==> config.mk <==
export PLATFORM = sky130hd
export DESIGN_NAME = oram_writer
export DESIGN_NICKNAME = d
export VERILOG_FILES = /design/src/rtl/oram_writer_pkg.sv /design/src/rtl/oram_writer_sync_fifo.sv /design/src/rtl/oram_writer.sv
export SDC_FILE = /design/constraint.sdc
export NUM_CORES = 1
export LEC_CHECK = 0
export CAP_MARGIN = 25
export CORE_AREA = 5 5 124 126
export CTS_CLUSTER_DIAMETER = 200
export DETAILED_ROUTE_END_ITERATION = 10
export DIE_AREA = 0 0 129 131
export PLACE_DENSITY = 0.79
export SLEW_MARGIN = 15
export SYNTH_ARGS = -nofsm -noshare
export SYNTH_HDL_FRONTEND = slang
export SYNTH_HIERARCHICAL = 1
export SYNTH_SLANG_ARGS = --single-unit
==> constraint.sdc <==
create_clock -name clk -period 4.6 [get_ports clk]
set_clock_uncertainty 0.1 [all_clocks]
set_input_delay 0.69 -clock clk [delete_from_list [all_inputs] [get_ports clk]]
set_output_delay 0.69 -clock clk [all_outputs]
set_load 0.03 [all_outputs]
==> src/rtl/oram_writer_pkg.sv <==
// Shared definitions for the oram writer: state encodings, the ARM return word and
// default geometry used by the writer and its neighbouring translator stages.
package oram_writer_pkg;

  typedef enum logic [2:0] {
    WR_IDLE  = 3'd0,
    WR_RUN   = 3'd1,
    WR_FLUSH = 3'd2,
    WR_TERM  = 3'd3,
    WR_DONE  = 3'd4,
    WR_OVF   = 3'd5
  } wr_state_e;

  localparam logic [31:0] ARM_BX_LR      = 32'hE12FFF1E;
  localparam int          FIFO_DEPTH_DEF = 4;
  localparam int          ORAM_AW_DEF    = 10;

  function automatic logic accepts_input(input wr_state_e s);
    return (s == WR_IDLE) || (s == WR_RUN);
  endfunction

  function automatic logic drains_fifo(input wr_state_e s);
    return (s == WR_RUN) || (s == WR_FLUSH);
  endfunction

  function automatic logic writes_return(input wr_state_e s);
    return (s == WR_TERM) || (s == WR_OVF);
  endfunction

endpackage

==> src/rtl/oram_writer_sync_fifo.sv <==
// Single-clock FIFO with extra-MSB pointers; clr empties it synchronously and
// overrides any push in the same cycle. Storage is not reset, only the pointers.
module oram_writer_sync_fifo #(
  parameter int DATA_W = 32,
  parameter int DEPTH  = 4
) (
  input  logic              clk,
  input  logic              rst_n,
  input  logic              clr,
  input  logic              push,
  input  logic [DATA_W-1:0] push_data,
  input  logic              pop,
  output logic [DATA_W-1:0] pop_data,
  output logic              full,
  output logic              empty
);

  localparam int PW = $clog2(DEPTH);

  logic [DATA_W-1:0] mem [DEPTH];
  logic [PW:0]       wr_ptr_q, wr_ptr_d;
  logic [PW:0]       rd_ptr_q, rd_ptr_d;
  logic              do_push, do_pop;

  assign empty    = (wr_ptr_q == rd_ptr_q);
  assign full     = (wr_ptr_q[PW] != rd_ptr_q[PW]) &&
                    (wr_ptr_q[PW-1:0] == rd_ptr_q[PW-1:0]);
  assign do_pop   = pop && !empty;
  // A pop frees the slot in the same cycle, so a full FIFO may push and pop together.
  assign do_push  = push && (!full || do_pop);
  assign pop_data = mem[rd_ptr_q[PW-1:0]];

  always_comb begin
    wr_ptr_d = wr_ptr_q;
    rd_ptr_d = rd_ptr_q;
    if (clr) begin
      wr_ptr_d = '0;
      rd_ptr_d = '0;
    end else begin
      if (do_push) wr_ptr_d = wr_ptr_q + (PW+1)'(1);
      if (do_pop)  rd_ptr_d = rd_ptr_q + (PW+1)'(1);
    end
  end

  always_ff @(posedge clk or negedge rst_n) begin
    if (!rst_n) begin
      wr_ptr_q <= '0;
      rd_ptr_q <= '0;
    end else begin
      wr_ptr_q <= wr_ptr_d;
      rd_ptr_q <= rd_ptr_d;
    end
  end

  always_ff @(posedge clk) begin
    if (do_push && !clr) mem[wr_ptr_q[PW-1:0]] <= push_data;
  end

endmodule

==> src/rtl/oram_writer.sv <==
// Output stage of the JVM->ARM translator: buffers translated words, commits them to
// oram, appends BX LR at end of method. Define ORAM_CHECKSUM_EN for the XOR checksum port.
module oram_writer
  import oram_writer_pkg::*;
#(
  parameter int FIFO_DEPTH = FIFO_DEPTH_DEF,
  parameter int ORAM_AW    = ORAM_AW_DEF,
  parameter int ORAM_BASE  = 0
) (
  input  logic               clk,
  input  logic               reset,
  input  logic [31:0]        data,
  input  logic               start,
  output logic               ready,
  input  logic               finish,
  input  logic               restart,
  input  logic               oram_gnt,
  output logic               oram_we,
  output logic [ORAM_AW-1:0] oram_addr,
  output logic [31:0]        oram_wdata,
  output logic [ORAM_AW:0]   word_count,
  output logic               done,
  output logic               overflow
`ifdef ORAM_CHECKSUM_EN
  ,
  output logic [31:0]        checksum
`endif
);

  localparam logic [ORAM_AW-1:0] BASE_ADDR = ORAM_AW'(ORAM_BASE);
  localparam logic [ORAM_AW-1:0] LAST_ADDR = ORAM_AW'(ORAM_BASE + (1 << ORAM_AW) - 1);

  wr_state_e          state_q, state_d;
  logic [ORAM_AW-1:0] addr_q, addr_d;
  logic [ORAM_AW:0]   count_q, count_d;
  logic               ovf_q, ovf_d;

  logic        fifo_full, fifo_empty, fifo_clr;
  logic [31:0] fifo_rdata;
  logic        accept, at_last, wr_data, wr_ret;

  assign at_last = (addr_q == LAST_ADDR);

  // ready is forced low while reset is held, even though the state already reads IDLE.
  assign ready   = reset && !fifo_full && accepts_input(state_q);
  assign accept  = start && ready && !restart;

  // The last oram slot is kept for the return word; data words never land there.
  assign wr_data = drains_fifo(state_q) && !fifo_empty && oram_gnt && !at_last && !restart;
  assign wr_ret  = writes_return(state_q) && oram_gnt && !restart;

  assign oram_we    = wr_data || wr_ret;
  assign oram_wdata = wr_ret ? ARM_BX_LR : (wr_data ? fifo_rdata : 32'h0);
  assign oram_addr  = addr_q;
  assign word_count = count_q;
  assign done       = (state_q == WR_DONE);
  assign overflow   = ovf_q;

  // Pending words are dropped once capacity is exhausted.
  assign fifo_clr = restart || (state_q == WR_OVF);

  oram_writer_sync_fifo #(
    .DATA_W (32),
    .DEPTH  (FIFO_DEPTH)
  ) u_fifo (
    .clk       (clk),
    .rst_n     (reset),
    .clr       (fifo_clr),
    .push      (accept),
    .push_data (data),
    .pop       (wr_data),
    .pop_data  (fifo_rdata),
    .full      (fifo_full),
    .empty     (fifo_empty)
  );

  always_comb begin
    state_d = state_q;
    addr_d  = addr_q;
    count_d = count_q;
    ovf_d   = ovf_q;

    if (oram_we) begin
      addr_d  = addr_q + ORAM_AW'(1);
      count_d = count_q + (ORAM_AW+1)'(1);
    end

    case (state_q)
      WR_IDLE: begin
        // A word accepted alongside finish must still be written before BX LR.
        if (finish)      state_d = accept ? WR_FLUSH : WR_TERM;
        else if (accept) state_d = WR_RUN;
      end
      WR_RUN: begin
        if (!fifo_empty && at_last) begin
          state_d = WR_OVF;
          ovf_d   = 1'b1;
        end else if (finish) begin
          state_d = WR_FLUSH;
        end
      end
      WR_FLUSH: begin
        if (!fifo_empty && at_last) begin
          state_d = WR_OVF;
          ovf_d   = 1'b1;
        end else if (fifo_empty) begin
          state_d = WR_TERM;
        end
      end
      WR_TERM:  if (oram_gnt) state_d = WR_DONE;
      WR_OVF:   if (oram_gnt) state_d = WR_DONE;
      WR_DONE:  state_d = WR_DONE;
      default:  state_d = WR_IDLE;
    endcase

    if (restart) begin
      state_d = WR_IDLE;
      addr_d  = BASE_ADDR;
      count_d = '0;
      ovf_d   = 1'b0;
    end
  end

  always_ff @(posedge clk or negedge reset) begin
    if (!reset) begin
      state_q <= WR_IDLE;
      addr_q  <= BASE_ADDR;
      count_q <= '0;
      ovf_q   <= 1'b0;
    end else begin
      state_q <= state_d;
      addr_q  <= addr_d;
      count_q <= count_d;
      ovf_q   <= ovf_d;
    end
  end

`ifdef ORAM_CHECKSUM_EN
  logic [31:0] csum_q, csum_d;

  always_comb begin
    csum_d = csum_q;
    if (restart)      csum_d = '0;
    else if (oram_we) csum_d = csum_q ^ oram_wdata;
  end

  always_ff @(posedge clk or negedge reset) begin
    if (!reset) csum_q <= '0;
    else        csum_q <= csum_d;
  end

  assign checksum = csum_q;
`endif

endmodule
# [After elaboration in Yosys (flattened, before gate mapping)]
# Memory sizes are Yosys's and may differ from the RTL's.
# Index checks and enable logic that the tools add are counted.
[word_totals] output_inout_bits=57 word_cells=85 regBits=31 in_bits=38 n_memories=1 ram_bits=128
[op_classes] n_eq_ne=13 reduce_logical=36 mux=25 n_addsub=4
[memory_table] name="u_fifo.mem" words=4 width=32 read_ports=1 rd_ports_with_merged_regs=0 write_ports=1 line_no="oram_writer_sync_fifo.sv:20" rtl="logic [DATA_W-1:0] mem [DEPTH];"
[ops] cell="32-bit 2-to-1 mux" n=2
[ops] cell="3-bit 2-to-1 mux" n=12
[ops] cell="11-bit 2-to-1 mux" n=2
[ops] cell="10-bit 2-to-1 mux" n=2
[ops] cell="1-bit logical AND" n=15
[ops] cell="3-bit one-hot mux with 5 select lines" n=1
[ops] cell="11-bit by 1-bit adder with 11-bit output, second input constant" n=1
[ops] cell="10-bit by 1-bit adder with 10-bit output, second input constant" n=1
[ops] cell="10-bit equality test, second input constant" n=1
[ops] cell="2-bit nonzero test" n=5
[ops] cell="3-bit by 1-bit adder with 3-bit output, second input constant" n=2
[ops] cell="3-bit by 2-bit equality test with 1-bit output, second input constant" n=2
[ops] cell="3-bit equality test, second input constant" n=2
[ops] cell="1-bit logical OR" n=6
[ops] cell="1-bit 2-to-1 mux" n=6
[ops] cell="1-bit zero test" n=5
[ops] cell="4-bit by 2-bit inequality test with 1-bit output, second input constant" n=1
[ops] cell="4-bit by 3-bit inequality test with 1-bit output, second input constant" n=1
[ops] cell="4-bit inequality test, second input constant" n=1
[ops] cell="4-bit AND reduction" n=1
[ops] cell="2-bit OR reduction" n=2
[ops] cell="3-bit by 1-bit equality test with 1-bit output, second input constant" n=1
[ops] cell="3-bit equality test" n=1
[ops] cell="3-bit zero test" n=1
[ops] cell="other kinds (4)" n=4

# [Longest topological paths before layout]
# Gate-level depths: netlist of run 1.
[logic_depth] word_depth=12 ltp_mapped=11 mapped_depth_nobuf=8

# [Cells and area by module]
# Netlist of run 1, hierarchy kept.
[modules_own_cells] mod="oram_writer_sync_fifo" seq_area_each_um2=3993.8 area_per_inst_um2=5177.5 n_inst=1 cells_per_inst=223
[modules_own_cells] mod="oram_writer" seq_area_each_um2=625.6 area_per_inst_um2=1701.6 n_inst=1 cells_per_inst=206

# [Least setup slack after synthesis of run 1]
# OpenSTA, ideal clock, no wires.
[synth_timing] path_type="register to register" from="register addr_q[0] (netlist: oram_addr[0])" to="memory u_fifo.mem[3][0], enable pin" period_less_slack_ps=3589 t_required_ps=4108 setup_time_ps=392 path_buffers=2 stages_incl_launch_ff=10 arrival_ps=3096 slack_ps=1011 cell_sequence="dfrtp_1 -> ha_1 -> and3_1 -> a41oi_1 -> and4_1 -> clkbuf_1 -> clkbuf_1 -> inv_1 -> a41oi_1 -> and2_1"
[synth_between] elab_chain_len=10
[synth_rtl] item="start, declared" line_no="oram_writer.sv:34" rtl="logic [ORAM_AW-1:0] addr_q, addr_d;"
[synth_rtl] item="start signal, assigned" line_no="oram_writer.sv:132" rtl="addr_q <= addr_d;"
[synth_rtl] item="10-bit equality test" line_no="oram_writer.sv:42" rtl="assign at_last = (addr_q == LAST_ADDR);"
[synth_rtl] item="1-bit zero test" line_no="oram_writer.sv:49" rtl="assign wr_data = drains_fifo(state_q) && !fifo_empty && oram_gnt && !at_last && !restart;"
[synth_rtl] item="1-bit logical AND (2 in series)" line_no="oram_writer.sv:49"
[synth_rtl] item="net wr_data" line_no="oram_writer.sv:40" rtl="logic accept, at_last, wr_data, wr_ret;"
[synth_rtl] item="1-bit logical AND" line_no="oram_writer_sync_fifo.sv:28" rtl="assign do_pop = pop && !empty;"
[synth_rtl] item="1-bit logical OR" line_no="oram_writer_sync_fifo.sv:30" rtl="assign do_push = push && (!full || do_pop);"
[synth_rtl] item="1-bit logical AND" line_no="oram_writer_sync_fifo.sv:30"
[synth_rtl] item="1-bit logical AND" line_no="oram_writer_sync_fifo.sv:56" rtl="if (do_push && !clr) mem[wr_ptr_q[PW-1:0]] <= push_data;"
[synth_rtl] item="1-bit 2-to-1 mux" line_no="oram_writer_sync_fifo.sv:56"
[synth_rtl] item="1-bit 2-to-1 mux (implied by the code)" line_no="oram_writer_sync_fifo.sv:56"
[synth_rtl] item="end, declared" line_no="oram_writer_sync_fifo.sv:20"
# The timed path passes the listed nets, and every way through them passes these cells.

# [Final worst setup path of run 1]
[layout_timing] from="register addr_q[0] (netlist: oram_addr[0])" to="output oram_wdata[10]"
[layout_between] elab_chain_len=6
[layout_rtl] item="10-bit equality test" line_no="oram_writer.sv:42"
[layout_rtl] item="1-bit zero test" line_no="oram_writer.sv:49"
[layout_rtl] item="1-bit logical AND (2 in series)" line_no="oram_writer.sv:49"
[layout_rtl] item="32-bit 2-to-1 mux (2 in series)" line_no="oram_writer.sv:53" rtl="assign oram_wdata = wr_ret ? ARM_BX_LR : (wr_data ? fifo_rdata : 32'h0);"
[layout_rtl] item="end, declared" line_no="oram_writer.sv:20" rtl="output logic [31:0] oram_wdata,"
# Every way passes these cells.

==> results of run 1 <==
## Yosys cell counts (10+ instances only)
| cell type | number |
|---|---|
| dfrtp_1 | 31 |
| edfxtp_1 | 128 |
| a21o_1 | 21 |
| and2_1 | 15 |
| nand3_1 | 11 |
| buf_2 | 10 |
| o21ai_0 | 12 |
| mux4_2 | 32 |
| clkbuf_1 | 10 |
| a21oi_1 | 14 |
| nand2_1 | 24 |
| inv_1 | 11 |
| nor2_1 | 15 |
## state kept, by name, summed over array words and instances (netlist names)
register	count
oram_addr	10
u_fifo/wr_ptr_q	3
u_fifo/rd_ptr_q	3
state_q	3
u_fifo/mem	128
word_count	11
overflow	1
## layer usage
layer,track usage,vias to the layer above
li1,-,1885
met1,0.2235,2093
met2,0.2918,188
met3,0.05528,22
met4,0.05683,0
met5,0,-
## worst min-delay path, delay by kind of cell, from the launching register on
kind            cells  cell delay [ns]
flops               1             0.36
simple gates        1             0.07
compound gates      1             0.04
## where the power goes
group          total [uW]  internal [uW]  switching [uW]
Clock                1240            685             550
Sequential           1630           1590            44.6
Combinational         367            158             209
## worst paths after layout
check,startpoint,slack (ns),depth (start not counted),end
min in group asynchronous,reset,0.64,2,overflow$_DFFE_PN0P_
max,oram_addr[0]$_DFFE_PN0P_,0.57,7,oram_wdata[10]
max reg2reg,oram_addr[0]$_DFFE_PN0P_,0.98,9,u_fifo/mem[3][6]$_DFFE_PP_
min reg2reg,overflow$_DFFE_PN0P_,0.41,2,overflow$_DFFE_PN0P_
max in group asynchronous,reset,3.44,2,u_fifo/rd_ptr_q[1]$_DFFE_PN0P_
min,overflow$_DFFE_PN0P_,0.41,2,overflow$_DFFE_PN0P_
## cells by family (layout without fill, tap and decap cells)
group                      Yosys count  after routing  share of synthesized area
DFF                                159            159                     0.6715
buffers and inverters               35            149                    0.02310
adders and majority gates            7              7                    0.01273
and+or+nand+nor                    111            111                    0.08894
xor gates and xnor gates             6              6                    0.01419
AOI/OAI and AO/OA                   70             70                    0.07039
muxes                               41             41                     0.1191
## layout make-up
| cell class | instances | area [sq um] |
|---|---|---|
| clock buffers | 18 | 429.2 |
| well taps | 184 | 230.2 |
| inverters | 11 | 41.29 |
| multi-input cells | 235 | 2106 |
| flip-flops and latches | 159 | 4622 |
| repair buffers | 106 | 1081 |
| clock inverters | 14 | 90.09 |
| fillers | 1038 | 5604 |
## stage by stage
| stage | setup WS [ns] | cell area (sq um) | hold slack, ns | utilization |
|---|---|---|---|---|
| 3_5_place_dp | 0.7708 | 8080 | 0.4018 | 0.5689 |
| 4_1_cts | 0.5635 | 8600 | 0.4150 | 0.6054 |
| 5_1_grt | 0.3576 | 8600 | 0.4284 | 0.6054 |
| 6_report | 0.5682 | 8600 | 0.4141 | 0.6054 |
| 2_1_floorplan | 1.012 | 6879 | 0.2944 | - |
| 3_3_place_gp | 0.8848 | 8080 | 0.3852 | 0.5689 |
==> results.py, run 1 <==
metrics = {
    "worst_setup_path": {
        "crit_chain": "ha_1, and3_1, a41oi_1, and4_1, buf_4, a21o_1, clkdlybuf4s50_1",
        "cp-end-kind": "output pin",
        "path_max_fanout": 34,
        "slowest_delay_ns": 0.70,
        "cp_slowest_cell": "clkdlybuf4s50_1",
        "critical_path_buf_inv_count": 2,
        "cpLargestDelayFamily": "buffers and inverters",
        "cp.required_ns": 3.81,
        "arrival_ns": 3.24,
        "start_kind": "flip-flop",
        "path_class": "reg2out",
    },
    "finish": {
        "diodes": 0,
        "most-common-layout-cells": "edfxtp_1, clkdlybuf4s50_1, mux4_2",
        "drive_gt1_frac": 0.1602,
        "syn_to_final_growth_pct": 25.01,
        "nets": 575,
        "finalNonFillerCells": 727,
        "final_common_cell": "edfxtp_1",
    },
    "placed_design": {
        "io_buffers": 94,
        "hpwl_microns": 9153,
        "post-place-cells": 695,
        "globalplace.congestion": 0.8299,
    },
    "timing": {
        "min_period_ns": 4.032,
        "max_freq_mhz": 248.0,
        "fin_setup_tns_ns": 0,
        "hold_viol": 0,
        "max-slew-margin-rel": 0.5349,
        "rsz0062_at_grt": "false",
        "period_share": 0.8765,
        "finalSetupViolCount": 0,
        "tightestPinTransition_ns": 0.6976,
        "final_max_slew_viol_count": 0,
    },
    "yosys": {
        "async_reset_ff_frac": 0.1950,
        "yosysTopAreaCellShare": 0.5587,
        "synth.distinct_cells": 49,
        "ys_ff_latch": 159,
        "synth_cells": 429,
        "synth_fp_nets": 474,
        "synth_seq_area_share": 0.6715,
        "synth_area_per_cell_sq_um": 16.04,
        "synth_area_leaders": "edfxtp_1, dfrtp_1, mux4_2",
        "synth_area_sq_um": 6879,
        "ys.warnings.count": 6,
        "synth_top_cell_by_area": "edfxtp_1",
        "synth_edf_count": 128,
        "synth_ff_type": "edfxtp_1",
    },
    "pwr": {
        "p_leak_uw": 0.003065,
        "power.density_nw_per_um2": 375.9,
        "total_power_uw": 3232,
        "peakVddDrop_v": 0.0002573,
    },
    "floorplanning": {
        "fp.dieW_microns": 129,
        "dieHeight_microns": 131,
        "core-area_sq_um": 14200,
        "start_util": 0.4843,
        "rows": 44,
        "dieArea_sq_um": 16900,
        "io_pins": 95,
    },
    "grt": {
        "grt-ovfl-total": 0,
        "grt.total_usage": 0.1762,
        "grt_max_degree": 36,
        "grt_antenna_before_repair": 0,
        "grt_pass1_vias": 4316,
        "grt_pass1_wl_microns": 22590,
    },
    "clocking": {
        "clock-sinks": 159,
        "clk_path_buf_depth": 2,
        "cts_tree": "done",
        "path_clk_slew_ns": 0.06,
        "insertion_delay_ns": 0.41,
        "postCtsHoldBufs": 0,
        "cts_resized": 0,
        "h-tree-depth": 4,
        "cts_setup_buffers": 0,
        "cts-root-buf": "clkbuf_16",
        "cts_inserted_buffers": 17,
    },
    "drt": {
        "routed_wl_microns": 14250,
        "drc": 0,
        "firstDrtPassIters": 5,
        "top_layer": "met4",
        "drtIter0Drc": 378,
        "via_per_inst": 5.761,
        "route.met3.wl_microns": 1199,
        "drt-met1-wl_microns": 5777,
        "routedWlPerCell_microns": 19.60,
        "antenna_left": 0,
        "wl_met2_microns": 7085,
        "via_count": 4188,
    },
    "status": {
        "outcome": "completed",
    },
    "min_path": {
        "holdCritPathClass": "reg2reg",
    },
    "run": {
        "drv_cap": 0,
    },
}
Power figures use the tool's default switching activity.
==> inputs of run 2 (changes only) <==
- GPL_ROUTABILITY_DRIVEN: default -> 1
==> results of run 2 <==
Same layout as run 1: the final DEF is identical, and so are final timing and power.
